$ cat src/rtl/cmdin_queue_sched.sv
// Round-robin scheduler that drains the per-accelerator command subqueues of the shared CmdIn
// BRAM onto the cmdin_out stream, one command in flight at a time.
module cmdin_queue_sched #(
    parameter int unsigned MAX_ACCS           = 16,
    parameter int unsigned CMDIN_SUBQUEUE_LEN = 64,
    localparam int unsigned AW = $clog2(MAX_ACCS),
    localparam int unsigned PW = $clog2(CMDIN_SUBQUEUE_LEN)
) (
    input  logic          clk,
    input  logic          rst,
    output logic          cmdin_queue_clk,
    output logic          cmdin_queue_rst,
    output logic          cmdin_queue_en,
    output logic [7:0]    cmdin_queue_we,
    output logic [31:0]   cmdin_queue_addr,
    output logic [63:0]   cmdin_queue_din,
    input  logic [63:0]   cmdin_queue_dout,
    output logic          cmdin_out_tvalid,
    input  logic          cmdin_out_tready,
    output logic [AW-1:0] cmdin_out_tdest,
    output logic [63:0]   cmdin_out_tdata,
    output logic          cmdin_out_tlast,
    input  logic          acc_done_valid,
    input  logic [AW-1:0] acc_done_id,
    output logic          cmd_error
);

    typedef enum logic [2:0] {StScan, StRdHdr, StSend, StRdArg, StClear, StNext} state_e;

    state_e              state_q;
    logic [AW-1:0]       cur_q;
    logic [AW-1:0]       cur_next;
    logic [PW-1:0]       rp_q [MAX_ACCS];
    logic [MAX_ACCS-1:0] busy_q;
    logic [MAX_ACCS-1:0] busy_d;
    logic [PW-1:0]       n_q;
    logic [PW-1:0]       k_q;
    logic [PW-1:0]       adv_q;
    logic [PW-1:0]       rp_cur;
    logic [PW-1:0]       arg_ptr;
    logic [PW-1:0]       word_ptr;
    logic                handshake;
    logic                arg_req;
    logic [7:0]          hdr_n;

    assign cmdin_queue_clk = clk;
    assign cmdin_queue_rst = rst;

    assign rp_cur    = rp_q[cur_q];
    assign arg_ptr   = rp_cur + k_q + PW'(1);
    assign handshake = cmdin_out_tvalid && cmdin_out_tready;
    assign arg_req   = (state_q == StSend) && handshake && (k_q != n_q);
    assign cur_next  = (cur_q == AW'(MAX_ACCS - 1)) ? '0 : cur_q + AW'(1);
    assign hdr_n     = cmdin_queue_dout[15:8];

    // BRAM port is decoded from state so the read issued here returns in the following state.
    always_comb begin
        cmdin_queue_en = 1'b0;
        word_ptr       = rp_cur;
        if (!rst) begin
            case (state_q)
                StScan:  cmdin_queue_en = !busy_q[cur_q];
                StSend: begin
                    cmdin_queue_en = arg_req;
                    if (arg_req) word_ptr = arg_ptr;
                end
                StClear: cmdin_queue_en = 1'b1;
                default: cmdin_queue_en = 1'b0;
            endcase
        end
    end

    assign cmdin_queue_we   = (cmdin_queue_en && state_q == StClear) ? 8'hFF : 8'h00;
    assign cmdin_queue_din  = '0;
    assign cmdin_queue_addr = 32'({cur_q, word_ptr, 3'b000});

    // Completion of the last beat wins over a done pulse for the same accelerator.
    always_comb begin
        busy_d = busy_q;
        if (acc_done_valid) busy_d[acc_done_id] = 1'b0;
        if (state_q == StSend && handshake && cmdin_out_tlast) busy_d[cur_q] = 1'b1;
    end

    always_ff @(posedge clk or posedge rst) begin
        if (rst) begin
            state_q          <= StScan;
            cur_q            <= '0;
            busy_q           <= '0;
            n_q              <= '0;
            k_q              <= '0;
            adv_q            <= '0;
            for (int unsigned a = 0; a < MAX_ACCS; a++) rp_q[a] <= '0;
            cmd_error        <= 1'b0;
            cmdin_out_tvalid <= 1'b0;
            cmdin_out_tdest  <= '0;
            cmdin_out_tdata  <= '0;
            cmdin_out_tlast  <= 1'b0;
        end else begin
            busy_q <= busy_d;
            case (state_q)
                StScan: begin
                    if (busy_q[cur_q]) cur_q <= cur_next;
                    else state_q <= StRdHdr;
                end
                StRdHdr: begin
                    if (!cmdin_queue_dout[63]) begin
                        state_q <= StNext;
                    end else if (hdr_n > 8'(CMDIN_SUBQUEUE_LEN - 1)) begin
                        cmd_error <= 1'b1;
                        adv_q     <= PW'(1);
                        state_q   <= StClear;
                    end else begin
                        n_q              <= hdr_n[PW-1:0];
                        k_q              <= '0;
                        cmdin_out_tvalid <= 1'b1;
                        cmdin_out_tdest  <= cur_q;
                        cmdin_out_tdata  <= cmdin_queue_dout;
                        cmdin_out_tlast  <= (hdr_n == 8'd0);
                        state_q          <= StSend;
                    end
                end
                StSend: begin
                    if (handshake) begin
                        cmdin_out_tvalid <= 1'b0;
                        cmdin_out_tlast  <= 1'b0;
                        if (k_q == n_q) begin
                            adv_q   <= n_q + PW'(1);
                            state_q <= StClear;
                        end else begin
                            state_q <= StRdArg;
                        end
                    end
                end
                StRdArg: begin
                    k_q              <= k_q + PW'(1);
                    cmdin_out_tvalid <= 1'b1;
                    cmdin_out_tdata  <= cmdin_queue_dout;
                    cmdin_out_tlast  <= (k_q + PW'(1) == n_q);
                    state_q          <= StSend;
                end
                StClear: begin
                    rp_q[cur_q] <= rp_cur + adv_q;
                    state_q     <= StNext;
                end
                StNext: begin
                    cur_q   <= cur_next;
                    state_q <= StScan;
                end
                default: state_q <= StScan;
            endcase
        end
    end

endmodule

$ cat config.mk
export PLATFORM = sky130hd
export DESIGN_NAME = cmdin_queue_sched
export DESIGN_NICKNAME = d
export VERILOG_FILES = /design/src/rtl/cmdin_queue_sched.sv
export SDC_FILE = /design/constraint.sdc
export NUM_CORES = 1
export LEC_CHECK = 0
export BUFFER_PORTS_ARGS = -buffer_cell sky130_fd_sc_hd__buf_2
export CAP_MARGIN = 20
export CORE_MARGIN = 4
export CORE_UTILIZATION = 52
export DETAILED_ROUTE_END_ITERATION = 16
export GPL_ROUTABILITY_DRIVEN = 1
export MAX_ROUTING_LAYER = met4
export PLACE_DENSITY_LB_ADDON = 0.05
export SLEW_MARGIN = 15
export SYNTH_ARGS = -nofsm -noshare
export SYNTH_HDL_FRONTEND = slang
export SYNTH_SLANG_ARGS = --single-unit
$ cat constraint.sdc
create_clock -name clk -period 7.05 [get_ports clk]
set_clock_uncertainty 0.1 [all_clocks]
set_input_delay 0.3525 -clock clk [delete_from_list [all_inputs] [get_ports clk]]
set_output_delay 0.3525 -clock clk [all_outputs]
set_load 0.02 [all_outputs]
==> results by group, run 1 <==
Timing
  – Tcrit/Tclk final: 68.3%
  – Worst Tran Pin Value: 0.946 ns
  – Fmax: 0.208 GHz
  – Final number of setup-violating endpoints: 0
  – Max-slew headroom: 37.0%
  – Final Hold Fails: 0
  – Min Tclk post-route: 4.81 ns
  – RSZ-0062 raised after global routing: no
  – Setup Total Neg Slack: 0 ns
  – Pins Over Slew Limit: 0

Yosys
  – Asr flop ratio synth: 100%
  – Top-count cell post-synth: dfrtp_1
  – Post-Synth Simple-Gate Area: 8.61%
  – Synth area leaders: dfrtp_1 50%, mux2_2 12%, buf_4 6.9%
  – #FFs+latches synth: 208
  – Main combinational cell family by area after synthesis: multiplexers
  – Seq/Total Area, Yosys: 49.6%
  – Avg Inst Size Synth: 11.5 µm²
  – Mapped Cells: 910
  – Post-Syn Area: 10,500 µm²
  – Post-synth EDFFs: 0
  – Multiplexer area fraction after synthesis: 19.3%
  – Yosys top cell area share: 49.6%
  – Area share of xor/xnor cells in the synthesized design: 1.99%
  – Primary FF master, synth: dfrtp_1
  – Synth cell types: 57
  – Synth warn: 0
  – Adder-Cell Fraction of Synth Area: 2.29%
  – Synth area leader: dfrtp_1
  – Commonest cells in the netlist: 208 x dfrtp_1, 118 x nand2_1, 110 x mux2_2, 101 x o21ai_0, 96 x buf_4
  – Compound-Gate Fraction of Synth Area: 8.78%

Floorplan
  – Site Rows: 51
  – Total Die Area: 22,500 µm²
  – IO Count: 250
  – Die Span Y: 150 µm
  – CORE AREA: 19,700 µm²
  – Starting density of the core: 53.4%
  – Die width: 150 µm

Routing
  – Wire per inst: 17.6 µm
  – 1st-iter DRT viols: 340
  – Highest routed layer: met4
  – Post-route DRC: 0
  – Pre-antenna DRT Iters: 5
  – Met3 WL post-DR: 1190 µm
  – Met2 WL post-DR: 11,800 µm
  – Routed wire length: 24,800 µm
  – Met1 wire length: 11,100 µm
  – Post-route ant nets: 0
  – Via count: 7,237
  – Drt via density: 5.14

Final layout
  – Number of diodes: 0
  – Nets@finish: 1,216
  – Fin area: 12,700 µm²
  – Share of layout cells above drive strength 1: 31.4%
  – Area grow syn2layout: 20.9%

Worst hold path
  – Hold/Removal Path Class: in -> reg

Critical path
  – Worst setup SP type: register
  – Capture point of the critical path: cmdin_queue_addr[6]
  – Most frequent CP cell: o21ai_0
  – Crit Reg-Reg Endpoint: rp_q[83]
  – WS Path Type: reg -> out
  – Crit-path cells: buf_4 -> mux4_2 -> nand2_1 -> nand3_1 -> o21ai_0 -> inv_1 -> ha_1 -> nor2b_1 -> o21ai_0 -> or3b_2 -> a41o_1 -> buf_2
  – CP endpoint kind: primary output
  – Crit-path max cell delay: 0.78 ns
  – WP data required: 6.60 ns
  – FF-to-FF setup slack: 2.82 ns
  – R2r worst-path depth: 12
  – CP max-delay cell: dfrtp_2
  – RR Startpoint: cur_q[0]
  – Arrival @ worst endpoint: 4.36 ns
  – Max FO, Critical Path: 23
  – Crit path launch: cur_q[0]

Power and ir drop
  – Int Pwr: 3.38 mW
  – Overall power: 5.51 mW
  – Pwr dens: 434 nW/µm²
  – Maximum VDD drop: 0.000330 V
  – Total net switching power: 2.12 mW
  – Leakage: 6.09 nW
  – Reg power frac: 34.9%
  – Switching Fraction: 38.6%
  – Clock group share of total power: 25.0%
  – Gate power share: 40.1%

CTS
  – Post-CTS Setup Bufs: 0
  – CTS tree: yes
  – Clock Pin Slew Worst Setup and Hold Paths: 0.05 ns
  – Clock Latency Late Sink: 0.62 ns

GRT
  – First-pass GRT wire length: 39,000 µm
  – Number of global-route vias before repair: 7,260
  – GRT Overall Usage: 22.5%
  – Total gr overflow: 0
  – Pin count of the biggest net entering global routing: 135
  – Initial antenna violation count: 0

Outcome
  – Outcome: finished clean

Placed design
  – HPWL after DPL: 16,500 µm
  – Gp weighted congestion: 0.839
  – Post-DP Area: 11,100 µm²
  – Port Buf Inserts: 163

Flow run
  – Max Cap Viol: 0
layout make-up:
type / count / area (µm²)
sequential: 208 / 5210
tap: 265 / 332
clock inverter: 10 / 161
timing repair buffer: 238 / 1550
multi-input combinational: 632 / 4630
inverter: 19 / 78.8
clock buffer: 35 / 736
fill: 1575 / 6960
cells in the final DEF, fill, tap and decap left out, types with 18 or more instances in the layout:
| cell type | instances |
|---|---|
| dfrtp_1 | 207 |
| buf_2 | 163 |
| nand2_1 | 117 |
| mux2_2 | 110 |
| o21ai_0 | 101 |
| conb_1 | 86 |
| dlygate4sd3_1 | 68 |
| clkbuf_16 | 26 |
| nor2_1 | 19 |
| nand3_1 | 19 |
| inv_1 | 18 |
| mux4_2 | 18 |
power groups by stage:
stage / Sequential [mW] / Clock, mW / Combinational, mW
2_1_floorplan: 2.05 / 0.0166 / 1.47
3_3_place_gp: 1.92 / 0.0132 / 2.16
3_5_place_dp: 1.93 / 0.0132 / 2.18
4_1_cts: 1.91 / 1.41 / 2.21
5_1_grt: 1.98 / 1.46 / 2.42
6_report: 1.92 / 1.38 / 2.21
repair_timing:
| item | 4_1_cts | 5_1_grt |
|---|---|---|
| hold buffers | 68 | 0 |
| hold endpoints to repair | 208 | 0 |
| resized for setup | 0 | 0 |
kinds of logic after synthesis:
kind of cell,Yosys count
compound gates,156
other cells,1
xor+xnor,22
fa+ha+maj,18
simple gates,202
mux,148
flops,208
buf+inv,155
state kept, by name (all words and copies together), names as in the netlist:
register and flops:
n_q 6, busy_q 16, cmd_error 1, cmdin_out_tdata 64, k_q 6, cur_q 4, rp_q 96, state_q 3
cmdin_out_tdest 4, cmdin_out_tvalid 1, adv_q 6, cmdin_out_tlast 1
per-layer routing:
metal | vias to the layer above | global-route usage (%)
li1 | 3447 | -
met3 | 49 | 2.74
met1 | 3518 | 30.9
met2 | 223 | 35.6
met5 | - | -
met4 | 0 | 6.54
worst min-delay path by stage:
stage / slack (ns) / endpoint / startpoint / cells after the start
global route: 0.08 / busy_q[5] / acc_done_id[2] / 4
floorplan: 0.34 / busy_q[13] / busy_q[13] / 2
global placement: 0.35 / cmd_error / cmd_error / 1
CTS: 0.03 / busy_q[8] / acc_done_valid / 4
detailed placement: 0.35 / cmdin_out_tdata[63] / cmdin_out_tdata[63] / 2
finish: 0.05 / busy_q[8] / acc_done_valid / 4
critical path: cells and delay by family, from the launching register on:
kind	cells	cell delay, ns
muxes	1	0.53
and+or+nand+nor	4	0.80
adders and majority gates	1	0.30
DFF	1	0.78
AOI/OAI and AO/OA	3	0.59
buffers and inverters	3	0.73
metrics by stage:
stage	hold WS [ns]	std cells	util, %	worst slack (ns)
global placement	0.348	1293	56.5	2.61
floorplan	0.340	995	-	0.917
detailed placement	0.352	1293	56.5	2.54
CTS	0.0251	1405	64.5	2.19
global route	0.0842	1407	64.6	1.91
finish	0.0490	1407	64.6	2.24
Power figures use the tool's default switching activity.
==> run 2, diff against run 1 <==
Clock period 7.05 ns to 4.8 ns, I/O delays scaled along.
==> results by group, run 2 (synthesis gave the netlist of run 1 again) <==
Timing
  – Fmax: 0.224 GHz
  – Pins Over Slew Limit: 0
  – Setup Total Neg Slack: 0 ns
  – Max-slew headroom: 27.4%
  – Final number of setup-violating endpoints: 0
  – Final Hold Fails: 0
  – Tcrit/Tclk final: 93.2%
  – RSZ-0062 raised after global routing: no
  – Worst Tran Pin Value: 1.09 ns
  – Worst Hold Slack: 0.289 ns
  – Min Tclk post-route: 4.47 ns

GRT
  – Pin count of the biggest net entering global routing: 164
  – Initial antenna violation count: 0
  – GRT Overall Usage: 22.6%
  – First-pass GRT wire length: 39,400 µm
  – Number of global-route vias before repair: 7,342
  – Total gr overflow: 0

Final layout
  – Number of diodes: 0
  – Fillers: 1,537
  – Most frequent standard cell in the layout excluding fill and tap cells: dfrtp_1
  – Register area: 5210 µm²
  – Nets@finish: 1,228
  – Largest registers: rp_q x96, cmdin_out_tdata x64, busy_q x16
  – Most frequent cells in the layout: 207 x dfrtp_1, 163 x buf_2, 117 x nand2_1
  – Share of layout cells above drive strength 1: 31.5%
  – Biggest register: rp_q
  – Fin area: 12,700 µm²
  – Max reg flops: 96
  – Multi-input logic area: 4620 µm²
  – Post-layout util: 64.9%
  – Area grow syn2layout: 21.4%

Power and ir drop
  – Overall power: 8.03 mW
  – Leakage: 6.12 nW
  – Pwr dens: 630 nW/µm²
  – Maximum VDD drop: 0.000312 V

Routing
  – Via count: 7,352
  – Post-route DRC: 0
  – Drt via density: 5.18
  – Wire per inst: 17.5 µm
  – 1st-iter DRT viols: 374
  – Post-route ant nets: 0
  – Routed wire length: 24,800 µm
  – Pre-antenna DRT Iters: 5

Placed design
  – Post-DP Area: 11,200 µm²
  – HPWL after DPL: 16,700 µm
  – Gp weighted congestion: 0.808
  – Port Buf Inserts: 163

Floorplan
  – CORE AREA: 19,700 µm²
  – Site Rows: 51
  – Starting density of the core: 53.4%
  – Die width: 150 µm
  – Total Die Area: 22,500 µm²
  – IO Count: 250
  – Die Span Y: 150 µm

Critical path
  – Arrival @ worst endpoint: 4.13 ns
  – R2r worst-path depth: 13
  – WP data required: 4.46 ns
  – WS Path Type: reg -> out
  – Max FO, Critical Path: 23
  – Worst setup SP type: register
  – CP endpoint kind: primary output

CTS
  – Clock Latency Late Sink: 0.62 ns
  – CTS tree: yes
  – Post-CTS Setup Bufs: 0
  – Clock Pin Slew Worst Setup and Hold Paths: 0.06 ns

Outcome
  – Outcome: finished clean

Worst hold path
  – Worst Hold Depth: 3
  – Hold/Removal Path Class: in -> reg

Flow run
  – Max Cap Viol: 0
## run 2: changes by cell type in the layout (fill, tap and decap cells not counted), sizes merged
| cell | before | now |
|---|---|---|
| clkinvlp | 3 | 2 |
| clkinv | 2 | 6 |
| dlygate4sd3 | 68 | 74 |
| buf | 171 | 177 |
| bufinv | 4 | 2 |
## run 2: path summary, 6_finish.rpt
kind | slack, ns | end | start
worst max-delay path | 0.33 | cmdin_queue_addr[7] | cur_q[1]
worst min-delay path | 0.29 | cmdin_out_tdata[24] | cmdin_queue_dout[24]
worst max register to register | 0.84 | rp_q[58] | cur_q[1]
worst min register to register | 0.37 | cmdin_out_tdata[63] | cmdin_out_tdata[63]
max in group asynchronous | 3.50 | cur_q[0] | rst
min in group asynchronous | 0.31 | cmdin_out_tlast | rst
## run 2: worst max-delay path, cell delays in order, from the launching register on
cell and delay, ns:
dfrtp_1 1.06, buf_4 0.33, mux4_2 0.30, nand2_1 0.08, nand2_1 0.04, o21ai_0 0.33
ha_1 0.27, fa_1 0.22, inv_1 0.05, a21o_1 0.17, a21oi_1 0.17, xnor2_1 0.07
mux2_2 0.26, buf_2 0.16
## run 2: stage by stage
step	std cells	setup WS (ns)
finish	1420	0.328
global route	1420	0.0776
CTS	1420	0.335
detailed placement	1301	0.893
global placement	1301	1.04
floorplan	995	0.935
## run 2: repair_timing
action                                  in CTS  in global routing
endpoints found under the setup margin       0                  0
hold endpoints to repair                   298                  0
gates resized for setup                      0                  0
hold buffers                                74                  0
## run 2: final cells by class
type	count	area share, %
well taps	265	2.60
clock inverters	11	0.903
multi-input cells	632	36.3
clock buffers	35	5.69
inverters	19	0.589
flip-flops and latches	208	40.8
repair buffers	250	13.1
## run 2: where the power goes
group          internal [mW]  leakage (nW)  switching (mW)
registers               2.33          2.70           0.467
logic                   1.38          3.01            1.94
clock network           1.17         0.419           0.741
## run 2: layer usage
layer  track usage, %  up-vias  part of all wire [%]
li1                 -     3476                     -
met1             32.3     3611                    45
met2             35.1      221                    48
met3             2.53       44                   4.6
met4             5.90        0                   2.2
met5                -        -                     0
==> run 3, diff against run 2 <==
Settings changed: CORE_UTILIZATION 52 to 54.
==> results by group, run 3 (synthesis gave the netlist of run 1 again) <==
Routing
  – Wire per inst: 17.6 µm
  – Drt via density: 5.23
  – Pre-antenna DRT Iters: 5
  – 1st-iter DRT viols: 346
  – Post-route DRC: 0
  – Post-route ant nets: 0
  – Via count: 7,364
  – Routed wire length: 24,900 µm

Timing
  – Tcrit/Tclk final: 92.0%
  – RSZ-0062 raised after global routing: no
  – Max-slew headroom: 38.5%
  – Worst Tran Pin Value: 0.922 ns
  – Pins Over Slew Limit: 0
  – Fmax: 0.226 GHz
  – Setup Total Neg Slack: 0 ns
  – Final Hold Fails: 0
  – PnR worst setup slack: 0.382 ns
  – Final number of setup-violating endpoints: 0
  – Min Tclk post-route: 4.42 ns

Final layout
  – Final Non-Filler Cells: 1,409
  – Fin area: 12,700 µm²
  – Fillers: 1,499
  – Max reg flops: 96
  – Largest registers: rp_q x96, cmdin_out_tdata x64, busy_q x16
  – Multi-input logic area: 4620 µm²
  – Share of layout cells above drive strength 1: 31.0%
  – Number of diodes: 0
  – Nets@finish: 1,225
  – Most frequent standard cell in the layout excluding fill and tap cells: dfrtp_1
  – Most frequent cells in the layout: 206 x dfrtp_1, 163 x buf_2, 117 x nand2_1
  – Register area: 5210 µm²
  – Biggest register: rp_q
  – Area grow syn2layout: 20.6%

Critical path
  – Crit-path cells: buf_4 -> mux4_1 -> mux4_2 -> ha_1 -> o211ai_1 -> and3_1 -> o31a_1 -> xor2_1 -> buf_2
  – WP data required: 4.46 ns
  – Crit-path max cell delay: 0.72 ns
  – CP endpoint kind: primary output
  – Max FO, Critical Path: 18
  – Worst setup SP type: register
  – RR Startpoint: cur_q[0]
  – Crit Reg-Reg Endpoint: rp_q[77]
  – CP max-delay cell: dfrtp_2
  – Critical path depth: 9
  – WS Path Type: reg -> out
  – Buf+Inv Stages, Crit Path: 2
  – R2r worst-path depth: 9
  – CP top delay family: multiplexers
  – Arrival @ worst endpoint: 4.08 ns
  – FF-to-FF setup slack: 0.92 ns

Outcome
  – Outcome: finished clean

Placed design
  – Port Buf Inserts: 163
  – Dpl cells: 1,294
  – Dpl ws: 0.909 ns
  – Post-DP Area: 11,100 µm²
  – HPWL after DPL: 16,700 µm
  – Gp weighted congestion: 0.829

Floorplan
  – Die width: 147 µm
  – Die Span Y: 147 µm
  – Site Rows: 50
  – Starting density of the core: 55.6%
  – CORE AREA: 18,900 µm²
  – IO Count: 250
  – Total Die Area: 21,700 µm²

GRT
  – Number of global-route vias before repair: 7,523
  – Pin count of the biggest net entering global routing: 110
  – Initial antenna violation count: 0
  – Total gr overflow: 0
  – First-pass GRT wire length: 40,100 µm
  – GRT Overall Usage: 23.4%

CTS
  – Clock Latency Late Sink: 0.61 ns
  – CTS tree: yes
  – Clock Pin Slew Worst Setup and Hold Paths: 0.06 ns
  – Post-CTS Setup Bufs: 0

Flow run
  – Max Cap Viol: 0

Power and ir drop
  – Clock group share of total power: 22.7%
  – Gate power share: 41.5%
  – Maximum VDD drop: 0.000504 V
  – Reg power frac: 35.7%
  – Leakage: 6.08 nW
  – Total net switching power: 3.10 mW
  – Pwr dens: 624 nW/µm²
  – Int Pwr: 4.81 mW
  – Overall power: 7.91 mW
  – Switching Fraction: 39.2%

Worst hold path
  – Hold/Removal Path Class: in -> async
==> run 3: cell count changes in the layout (fill, tap and decap cells not counted) <==
cell,change
inv_6,-2
bufinv_16,-1
clkbuf_1,+3
dfrtp_1,-1
dfrtp_2,+1
clkinv_2,-4
buf_4,-2
==> run 3: worst min-delay path, delay by kind of cell <==
kind | cells | cell delay, ns
buffers and inverters | 3 | 1.09
==> run 3: worst max path at each step <==
stage	startpoint	to	slack, ns
final	cur_q[0]	cmdin_queue_addr[8]	0.38
after global routing	cur_q[0]	cmdin_queue_addr[6]	0.11
after CTS	cur_q[1]	cmdin_queue_addr[6]	0.26
after detailed placement	cur_q[1]	rp_q[83]	0.91
after global placement	cur_q[1]	cmdin_queue_addr[6]	0.98
after floorplan	cur_q[0]	rp_q[28]	0.93
==> run 3: layout make-up <==
type | instances | area share (%)
Sequential cell | 208 | 41.1
Multi-Input combinational cell | 632 | 36.5
Timing Repair Buffer | 248 | 13.1
Clock buffer | 38 | 5.82
Tap cell | 260 | 2.57
Inverter | 19 | 0.592
Clock inverter | 4 | 0.375
==> run 3: power groups by stage <==
stage               sequential [mW]  combinational [mW]  clock (mW)
floorplan                      3.01                2.15      0.0243
global placement               2.83                3.20      0.0195
detailed placement             2.84                3.24      0.0195
CTS                            2.82                3.30        1.84
global route                   2.91                3.59        1.91
finish                         2.83                3.28        1.80
==> run 3: routing by layer <==
metal	routed length [µm]	part of all wire, %	up-vias	GRT usage (%)
met2	12000	48	219	37.3
met1	10900	44	3630	31.9
met3	1180	4.7	53	3.28
met5	0	0	-	-
li1	-	-	3462	-
met4	719	2.9	0	6.66
==> run 3: timing repair <==
item | in CTS | in global routing
hold endpoints to repair | 115 | 0
setup endpoints to repair | 0 | 2
hold buffers | 74 | 0
resized for setup | 0 | 1
==> run 3: per-stage QoR <==
stage	util, %	hold WS [ns]
after floorplan	-	0.253
after global placement	59.0	0.274
after detailed placement	59.0	0.274
after CTS	67.1	0.185
after global routing	67.1	0.243
final	67.1	0.185
